$ cat config.mk
export PLATFORM = sky130hd
export DESIGN_NAME = decode_stage
export DESIGN_NICKNAME = d
export VERILOG_FILES = /design/src/rtl/decode_stage.sv
export SDC_FILE = /design/constraint.sdc
export NUM_CORES = 1
export LEC_CHECK = 0
export ABC_AREA = 1
export BUFFER_PORTS_ARGS = -buffer_cell sky130_fd_sc_hd__buf_4
export CORE_MARGIN = 1
export CORE_UTILIZATION = 53
export DETAILED_ROUTE_END_ITERATION = 12
export PLACE_DENSITY = 0.81
export SKIP_CTS_REPAIR_TIMING = 1
export SLEW_MARGIN = 20
export SYNTH_ARGS = -nofsm -noshare
export SYNTH_HDL_FRONTEND = slang
export SYNTH_SLANG_ARGS = --single-unit
$ cat constraint.sdc
create_clock -name clk -period 2.4 [get_ports clk]
set_clock_uncertainty 0.2 [all_clocks]
set_input_delay 0.36 -clock clk [delete_from_list [all_inputs] [get_ports clk]]
set_output_delay 0.36 -clock clk [all_outputs]
set_load 0.02 [all_outputs]
$ cat src/rtl/decode_stage.sv
// Decode stage: opcode decode, register-file addressing, pending-write
// scoreboard with writeback bypass, and a registered valid/ready output bundle.
module decode_stage #(
    parameter int INSTR_W = 32,
    parameter int OPC_W   = 6,
    parameter int DATA_W  = 16,
    parameter int NREGS   = 32,
    parameter int ADDR_W  = $clog2(NREGS),
    parameter int IMM_W   = 16
) (
    input  logic              clk,
    input  logic              reset,
    input  logic              in_valid,
    output logic              in_ready,
    input  logic [INSTR_W-1:0] instr,
    output logic [ADDR_W-1:0] rf_addr1,
    output logic [ADDR_W-1:0] rf_addr2,
    input  logic [DATA_W-1:0] rf_data1,
    input  logic [DATA_W-1:0] rf_data2,
    input  logic              wb_valid,
    input  logic [ADDR_W-1:0] wb_addr,
    input  logic [DATA_W-1:0] wb_data,
    output logic              out_valid,
    input  logic              out_ready,
    output logic [OPC_W-1:0]  alu_op,
    output logic [DATA_W-1:0] a,
    output logic [DATA_W-1:0] b,
    output logic [ADDR_W-1:0] rd,
    output logic              reg_write,
    output logic              mem_read,
    output logic              mem_write,
    output logic [15:0]       stall_count
);

    localparam logic [OPC_W-1:0] OP_MOVI  = OPC_W'(0);
    localparam logic [OPC_W-1:0] OP_LOAD  = OPC_W'(2);
    localparam logic [OPC_W-1:0] OP_STORE = OPC_W'(3);

    typedef enum logic {S_EMPTY, S_FULL} state_t;

    state_t              r_state;
    state_t              w_next;
    logic [NREGS-1:0]    r_pend;
    logic [NREGS-1:0]    w_pend_nxt;
    logic [OPC_W-1:0]    r_alu_op;
    logic [DATA_W-1:0]   r_a;
    logic [DATA_W-1:0]   r_b;
    logic [ADDR_W-1:0]   r_rd;
    logic                r_rw;
    logic                r_mr;
    logic                r_mw;
    logic [15:0]         r_stall;

    logic [OPC_W-1:0]    w_op;
    logic [ADDR_W-1:0]   w_rs1;
    logic [ADDR_W-1:0]   w_rs2;
    logic [ADDR_W-1:0]   w_rd;
    logic [DATA_W-1:0]   w_imm;
    logic [DATA_W-1:0]   w_src1;
    logic [DATA_W-1:0]   w_src2;
    logic [DATA_W-1:0]   w_a;
    logic [DATA_W-1:0]   w_b;
    logic                w_use1;
    logic                w_use2;
    logic                w_rw;
    logic                w_mr;
    logic                w_mw;
    logic                w_byp1;
    logic                w_byp2;
    logic                w_haz;
    logic                w_accept;
    logic                w_unused;

    assign w_op     = instr[INSTR_W-1 -: OPC_W];
    assign w_rs1    = instr[ADDR_W-1:0];
    assign w_rs2    = instr[2*ADDR_W-1:ADDR_W];
    assign w_rd     = instr[INSTR_W-OPC_W-1 -: ADDR_W];
    assign w_imm    = DATA_W'(instr[IMM_W-1:0]);
    assign w_unused = ^instr;

    assign rf_addr1 = w_rs1;
    assign rf_addr2 = w_rs2;

    // A retiring write to a source both forwards its data and hides the hazard
    assign w_byp1 = wb_valid && (wb_addr == w_rs1);
    assign w_byp2 = wb_valid && (wb_addr == w_rs2);
    assign w_src1 = w_byp1 ? wb_data : rf_data1;
    assign w_src2 = w_byp2 ? wb_data : rf_data2;

    always_comb begin
        w_use1 = 1'b0;
        w_use2 = 1'b0;
        w_rw   = 1'b1;
        w_mr   = 1'b0;
        w_mw   = 1'b0;
        w_a    = w_src1;
        w_b    = w_src2;
        case (w_op)
            OP_MOVI: begin
                w_a = w_imm;
                w_b = '0;
            end
            OP_LOAD: begin
                w_a  = w_imm;
                w_b  = '0;
                w_mr = 1'b1;
            end
            OP_STORE: begin
                w_b    = w_imm;
                w_rw   = 1'b0;
                w_mw   = 1'b1;
                w_use1 = 1'b1;
            end
            default: begin
                w_use1 = 1'b1;
                w_use2 = 1'b1;
            end
        endcase
    end

    assign w_haz = (w_use1 && r_pend[w_rs1] && !w_byp1)
                || (w_use2 && r_pend[w_rs2] && !w_byp2);

    assign out_valid = (r_state == S_FULL);
    assign in_ready  = !reset && !w_haz && (!out_valid || out_ready);
    assign w_accept  = in_valid && in_ready;

    always_comb begin
        w_next = r_state;
        case (r_state)
            S_EMPTY: if (w_accept) w_next = S_FULL;
            S_FULL:  if (out_ready && !w_accept) w_next = S_EMPTY;
            default: w_next = S_EMPTY;
        endcase
    end

    // Clear first so a same-cycle new producer keeps its pending bit
    always_comb begin
        w_pend_nxt = r_pend;
        if (wb_valid) w_pend_nxt[wb_addr] = 1'b0;
        if (w_accept && w_rw) w_pend_nxt[w_rd] = 1'b1;
    end

    always_ff @(posedge clk) begin
        if (reset) begin
            r_state <= S_EMPTY;
            r_pend  <= '0;
            r_stall <= '0;
        end else begin
            r_state <= w_next;
            r_pend  <= w_pend_nxt;
            if (in_valid && w_haz && (r_stall != 16'hFFFF))
                r_stall <= r_stall + 16'd1;
        end
    end

    always_ff @(posedge clk) begin
        if (reset) begin
            r_alu_op <= '1;
            r_a      <= '0;
            r_b      <= '0;
            r_rd     <= '0;
            r_rw     <= 1'b0;
            r_mr     <= 1'b0;
            r_mw     <= 1'b0;
        end else if (w_accept) begin
            r_alu_op <= w_op;
            r_a      <= w_a;
            r_b      <= w_b;
            r_rd     <= w_rd;
            r_rw     <= w_rw;
            r_mr     <= w_mr;
            r_mw     <= w_mw;
        end
    end

    assign alu_op      = r_alu_op;
    assign a           = r_a;
    assign b           = r_b;
    assign rd          = r_rd;
    assign reg_write   = r_rw;
    assign mem_read    = r_mr;
    assign mem_write   = r_mw;
    assign stall_count = r_stall;

endmodule

==> impl_metrics.env, run 1 <==
export IMPL_cts_buffers=9
export IMPL_grt_max_degree=43
export IMPL_grt_usage=0.319
export IMPL_die_h_um=106
export IMPL_cts_clk_slew_worst_paths_ns=0.09
export IMPL_critPathKind="reg2out"
export IMPL_start_kind="flop"
export IMPL_synth_cell_type_count=29
export IMPL_power_density_mw_per_mm2=468
export IMPL_holdWs_ns=0.0116
export IMPL_grt_remaining_overflow=0
export IMPL_yosys_area_top_type_share=0.331
export IMPL_finalPower_mw=3.45
export IMPL_synthTopCellsByCount="nand2_1 (207), nand3_1 (132), o21ai_0 (98)"
export IMPL_post_dp_cell_area_mm2=0.00716
export IMPL_wl_um=18000
export IMPL_period_minus_slack_ns=2.29
export IMPL_seq_area_mm2=0.00190
export IMPL_die_w_um=106
export IMPL_multi_input_area_mm2=0.00318
export IMPL_drive_above_1_share=0.218
export IMPL_syn_area_per_cell_um2=6.25
export IMPL_rsz0062_at_grt="false"
export IMPL_clk_latency_ns=0.38
export IMPL_core_region_area_mm2=0.0104
export IMPL_place_gp_congestion=0.935
export IMPL_syn_inst=919
export IMPL_worst_setup_path_end_kind="primary output"
export IMPL_firstDrtPassIters=5
export IMPL_vdd_drop_max_mv=0.328
export IMPL_slew_viol_final=0
export IMPL_hold_viol=0
export IMPL_synth_nets=1010
export IMPL_outcome="finished clean"
export IMPL_hold_class="in2reg"
export IMPL_vias=6582
export IMPL_viasPerCell=5.44
export IMPL_final_period_utilization=0.954
export IMPL_cp_max_fo=3
export IMPL_ys_seq_area_frac=0.331
export IMPL_maxCapViolations=0
export IMPL_htree_num_levels=3
export IMPL_grt_pass1_vias=5797
export IMPL_rows=37
export IMPL_ant_nets=0
export IMPL_synth_area_leaders="dfxtp_1 (33%), nand2_1 (14%), nand3_1 (12%)"
export IMPL_fin_area_mm2=0.00738
export IMPL_cp_required_ns=1.84
export IMPL_antenna_found_initial=0
export IMPL_fin_util=0.708
export IMPL_dp_hpwl_um=13200
export IMPL_tightestPinTransition_ns=0.880
export IMPL_num_antenna_cells=0
export IMPL_grt_pass1_wl_um=28500
export IMPL_maxClockFrequency_mhz=437
export IMPL_fill_cells=953
export IMPL_syn_cell_area_mm2=0.00574
export IMPL_cts_tree="yes"
export IMPL_ys_warn_count=0
export IMPL_clockBufferDepth=2
export IMPL_cp_data_arrival_time_ns=1.73
export IMPL_relSlewSlack=0.413
export IMPL_report_final_setup_viol=0
export IMPL_start_util=0.551
export IMPL_syn_to_final_growth_pct=28.4
export IMPL_yosysMostFrequentCell="nand2_1"
export IMPL_root_buffer="clkbuf_8"
export IMPL_io_pins=164
export IMPL_leakage_nw=3.37
export IMPL_die_area_mm2=0.0113
export IMPL_port_buffers=158
export IMPL_cts_sinks=95
export IMPL_synth_seq_cells=95
export IMPL_nets=1160
export IMPL_wl_per_cell_um=14.9
export IMPL_async_flop_share=0
export IMPL_drt_iter0_drc=468
export IMPL_synth_ff_type="dfxtp_1"
export IMPL_synth_edff_count=0
export IMPL_drc_errors=0
export IMPL_yosys_area_top_type="dfxtp_1"
==> state kept, by name (all words and copies together), names as in the netlist <==
name / flops
stall_count: 16
a: 16
rd: 5
reg_write: 1
mem_write: 1
alu_op: 6
out_valid: 1
mem_read: 1
b: 16
r_pend: 32
==> area by class of cell <==
type / instances / area share
Clock inverter: 4 / 0.00407
Tap cell: 136 / 0.0231
Sequential cell: 95 / 0.258
Timing Repair Buffer: 199 / 0.215
Inverter: 96 / 0.0492
Multi-Input combinational cell: 668 / 0.431
Clock buffer: 11 / 0.0192
==> layer usage <==
layer / GRT usage / share of wire
met5: 0 / 0
met4: 0.142 / 0.023
met3: 0.0435 / 0.083
met2: 0.499 / 0.45
met1: 0.436 / 0.44
==> final timing paths <==
kind / startpoint / to / slack [ns] / cells past startpoint
max: r_pend[20] / in_ready / 0.11 / 11
min: instr[31] / alu_op[5] / 0.01 / 3
max reg2reg: r_pend[20] / stall_count[5] / 0.30 / 15
min reg2reg: a[11] / a[11] / 0.27 / 2
==> cell usage in the layout (no fill, tap or decap), types with 2 or more instances in the layout <==
cell and instances:
o21ai_0 98, nor2_2 3, xnor2_1 6, a21oi_1 69, nand4_1 4, inv_1 90
o22ai_1 7, nand3_2 4, inv_2 4, nand2_2 2, dfxtp_1 94, nor3_1 8
nand2_4 2, buf_12 7, nand3_1 130, o211ai_1 21, xor2_1 9, buf_4 190
nor2_1 93, nand2_1 205, clkbuf_8 10
==> critical path, cell delays in order (launching register included) <==
cell,delay (ns)
dfxtp_2,0.35
or2_4,0.23
nand3_2,0.05
nand3_1,0.07
nand2_1,0.10
nand2_2,0.06
nand3_2,0.05
nand2_2,0.07
nand2_4,0.09
nand3_4,0.09
inv_4,0.08
buf_6,0.12
==> power breakdown <==
part,internal [mW],switching (mW),total (mW),leakage (nW)
clock network,0.404,0.585,0.989,0.0858
registers,1.62,0.0261,1.65,0.770
logic,0.339,0.474,0.813,2.52
total,2.37,1.08,3.45,3.37
==> kinds of logic (layout without fill, tap and decap cells) <==
kind of cell | Yosys count | count (layout) | share of synthesized area
XOR/XNOR | 15 | 15 | 0.0229
AND/OR/NAND/NOR | 454 | 454 | 0.338
flip-flops | 95 | 95 | 0.331
multiplexers | 1 | 1 | 0.00174
adder cells (fa/ha/maj) | 1 | 1 | 0.00218
AO/OA/AOI/OAI | 197 | 197 | 0.185
buffers and inverters | 156 | 310 | 0.119
==> stage by stage <==
stage / setup TNS [ns] / setup slack, ns / std cells
global placement: 0 / 0.0762 / 1192
global route: 0 / 0.0146 / 1209
floorplan: 0 / 0.0426 / 919
detailed placement: 0 / 0.0520 / 1192
finish: 0 / 0.110 / 1209
CTS: -0.0619 / -0.0619 / 1207
Note: power is estimated with default switching activity, not from simulation.
==> run 2: changes to the inputs <==
--- a/config.mk
+++ b/config.mk
@@ -10,7 +10,8 @@
 export CORE_MARGIN = 1
 export CORE_UTILIZATION = 53
 export DETAILED_ROUTE_END_ITERATION = 12
-export PLACE_DENSITY = 0.81
+export HOLD_SLACK_MARGIN = 0.08
+export PLACE_DENSITY = 0.93
 export SKIP_CTS_REPAIR_TIMING = 1
 export SLEW_MARGIN = 20
 export SYNTH_ARGS = -nofsm -noshare
==> run 2 against run 1 <==
  * Sequential power about the same
  * Die area unchanged
  * Utilization increased by 0.53 points
  * Highest routed layer unchanged
==> impl_metrics.env, run 2 (synthesized netlist as in run 1, its figures left out) <==
export IMPL_sw_frac_of_total=0.315
export IMPL_core_region_area_mm2=0.0104
export IMPL_hold_viol=0
export IMPL_grt_usage=0.326
export IMPL_reg2reg_from="r_pend[20]"
export IMPL_combPwrFrac=0.242
export IMPL_worstReg2RegEnd="a[11]"
export IMPL_viasPerCell=5.66
export IMPL_tightestPinTransition_ns=0.661
export IMPL_critPathKind="reg2out"
export IMPL_wl_per_cell_um=15.9
export IMPL_vdd_drop_max_mv=0.378
export IMPL_maxCapViolations=0
export IMPL_ant_nets=0
export IMPL_cp_max_fo=3
export IMPL_hold_class="in2reg"
export IMPL_p_switching_mw=1.09
export IMPL_syn_to_final_growth_pct=29.4
export IMPL_report_final_setup_viol=0
export IMPL_grt_pass1_vias=5902
export IMPL_worst_setup_path_end_kind="primary output"
export IMPL_htree_num_levels=3
export IMPL_root_buffer="clkbuf_8"
export IMPL_nets=1168
export IMPL_port_buffers=158
export IMPL_clk_latency_ns=0.38
export IMPL_rr_worst_depth=14
export IMPL_io_pins=164
export IMPL_mostFrequentLayoutCell="nand2_1"
export IMPL_rows=37
export IMPL_outcome="finished clean"
export IMPL_grt_max_degree=67
export IMPL_finalSetupTns_ns=0
export IMPL_regMostFlops="r_pend"
export IMPL_cts_sinks=95
export IMPL_cts_clk_slew_worst_paths_ns=0.09
export IMPL_r2r_slack_ns=0.10
export IMPL_fin_area_mm2=0.00743
export IMPL_cp_data_arrival_time_ns=1.77
export IMPL_fill_cells=835
export IMPL_pwr_share_seq=0.476
export IMPL_dp_hpwl_um=13600
export IMPL_start_kind="flop"
export IMPL_antenna_found_initial=0
export IMPL_maxClockFrequency_mhz=430
export IMPL_start_util=0.551
export IMPL_final_period_utilization=0.969
export IMPL_cts_buffers=9
export IMPL_p_clk_frac=0.282
export IMPL_drive_above_1_share=0.215
export IMPL_fin_util=0.714
export IMPL_vias=6894
export IMPL_slew_viol_final=0
export IMPL_endpoint="in_ready"
export IMPL_post_dp_cell_area_mm2=0.00713
export IMPL_crit_start="r_pend[20]"
export IMPL_die_w_um=106
export IMPL_p_int_mw=2.37
export IMPL_place_gp_congestion=0.955
export IMPL_num_antenna_cells=0
export IMPL_leakage_nw=3.40
export IMPL_grt_pass1_wl_um=29200
export IMPL_firstDrtPassIters=7
export IMPL_wl_um=19400
export IMPL_die_area_mm2=0.0113
export IMPL_power_density_mw_per_mm2=466
export IMPL_die_h_um=106
export IMPL_relSlewSlack=0.559
export IMPL_holdWs_ns=0.0551
export IMPL_drc_errors=0
export IMPL_drt_iter0_drc=808
export IMPL_grt_remaining_overflow=0
export IMPL_cts_tree="yes"
export IMPL_largest_register_ffs=32
export IMPL_mostFrequentLayoutCells="nand2_1 (206), buf_4 (191), nand3_1 (131), o21ai_0 (98), dfxtp_1 (94)"
export IMPL_cp_required_ns=1.84
export IMPL_clockBufferDepth=2
export IMPL_period_minus_slack_ns=2.33
-- run 2: cell count changes in the layout (fill, tap and decap cells not counted), sizes merged --
cell,before,now
dlygate4sd3,1,9
-- run 2: layout make-up --
type                    instances  area (um^2)  area share
clock inverters                 4         30.0     0.00404
well taps                     136          170      0.0229
clock buffers                  11          141      0.0190
multi-input cells             668         3170       0.427
repair buffers                207         1660       0.223
flip-flops and latches         95         1900       0.256
inverters                      96          360      0.0485
-- run 2: power by group through the flow --
stage	combinational (mW)	clock [mW]	sequential, mW
after floorplan	0.374	0	1.74
after global placement	0.776	0	1.68
after detailed placement	0.786	0	1.69
after CTS	0.791	0.974	1.65
after global routing	0.903	1.05	1.66
final	0.839	0.977	1.65
-- run 2: worst max-delay path, stage by stage (launching register included) --
cell and delay (ns):
dfxtp_2 0.34, or2_2 0.27, nand3_1 0.06, nand3_1 0.07, nand2_1 0.07, nand2_1 0.06, nand3_2 0.06, nand2_2 0.07
nand2_4 0.10, nand3_4 0.07, inv_2 0.09, buf_6 0.12
-- run 2: worst min path at each step --
stage / startpoint / end / slack, ns / depth (start not counted)
2_1_floorplan: r_pend[0] / r_pend[0] / 0.25 / 2
3_3_place_gp: alu_op[5] / alu_op[5] / 0.25 / 2
3_5_place_dp: alu_op[0] / alu_op[0] / 0.25 / 2
4_1_cts: instr[28] / alu_op[2] / 0.002 / 3
5_1_grt: instr[23] / rd[2] / 0.09 / 3
6_report: instr[22] / rd[1] / 0.06 / 3
-- run 2: routing by layer --
metal | track usage | wire (um) | share of wire
met5 | 0 | 0 | 0
met4 | 0.120 | 618 | 0.032
met3 | 0.0632 | 1970 | 0.10
met2 | 0.524 | 8920 | 0.46
met1 | 0.433 | 7840 | 0.41
-- run 2: stage by stage --
step / setup slack [ns] / std cells / total power, mW
finish: 0.0739 / 1217 / 3.47
global route: -0.0308 / 1217 / 3.61
CTS: -0.0930 / 1205 / 3.41
detailed placement: -0.00444 / 1190 / 2.47
global placement: 0.0682 / 1190 / 2.46
floorplan: 0.0426 / 919 / 2.11
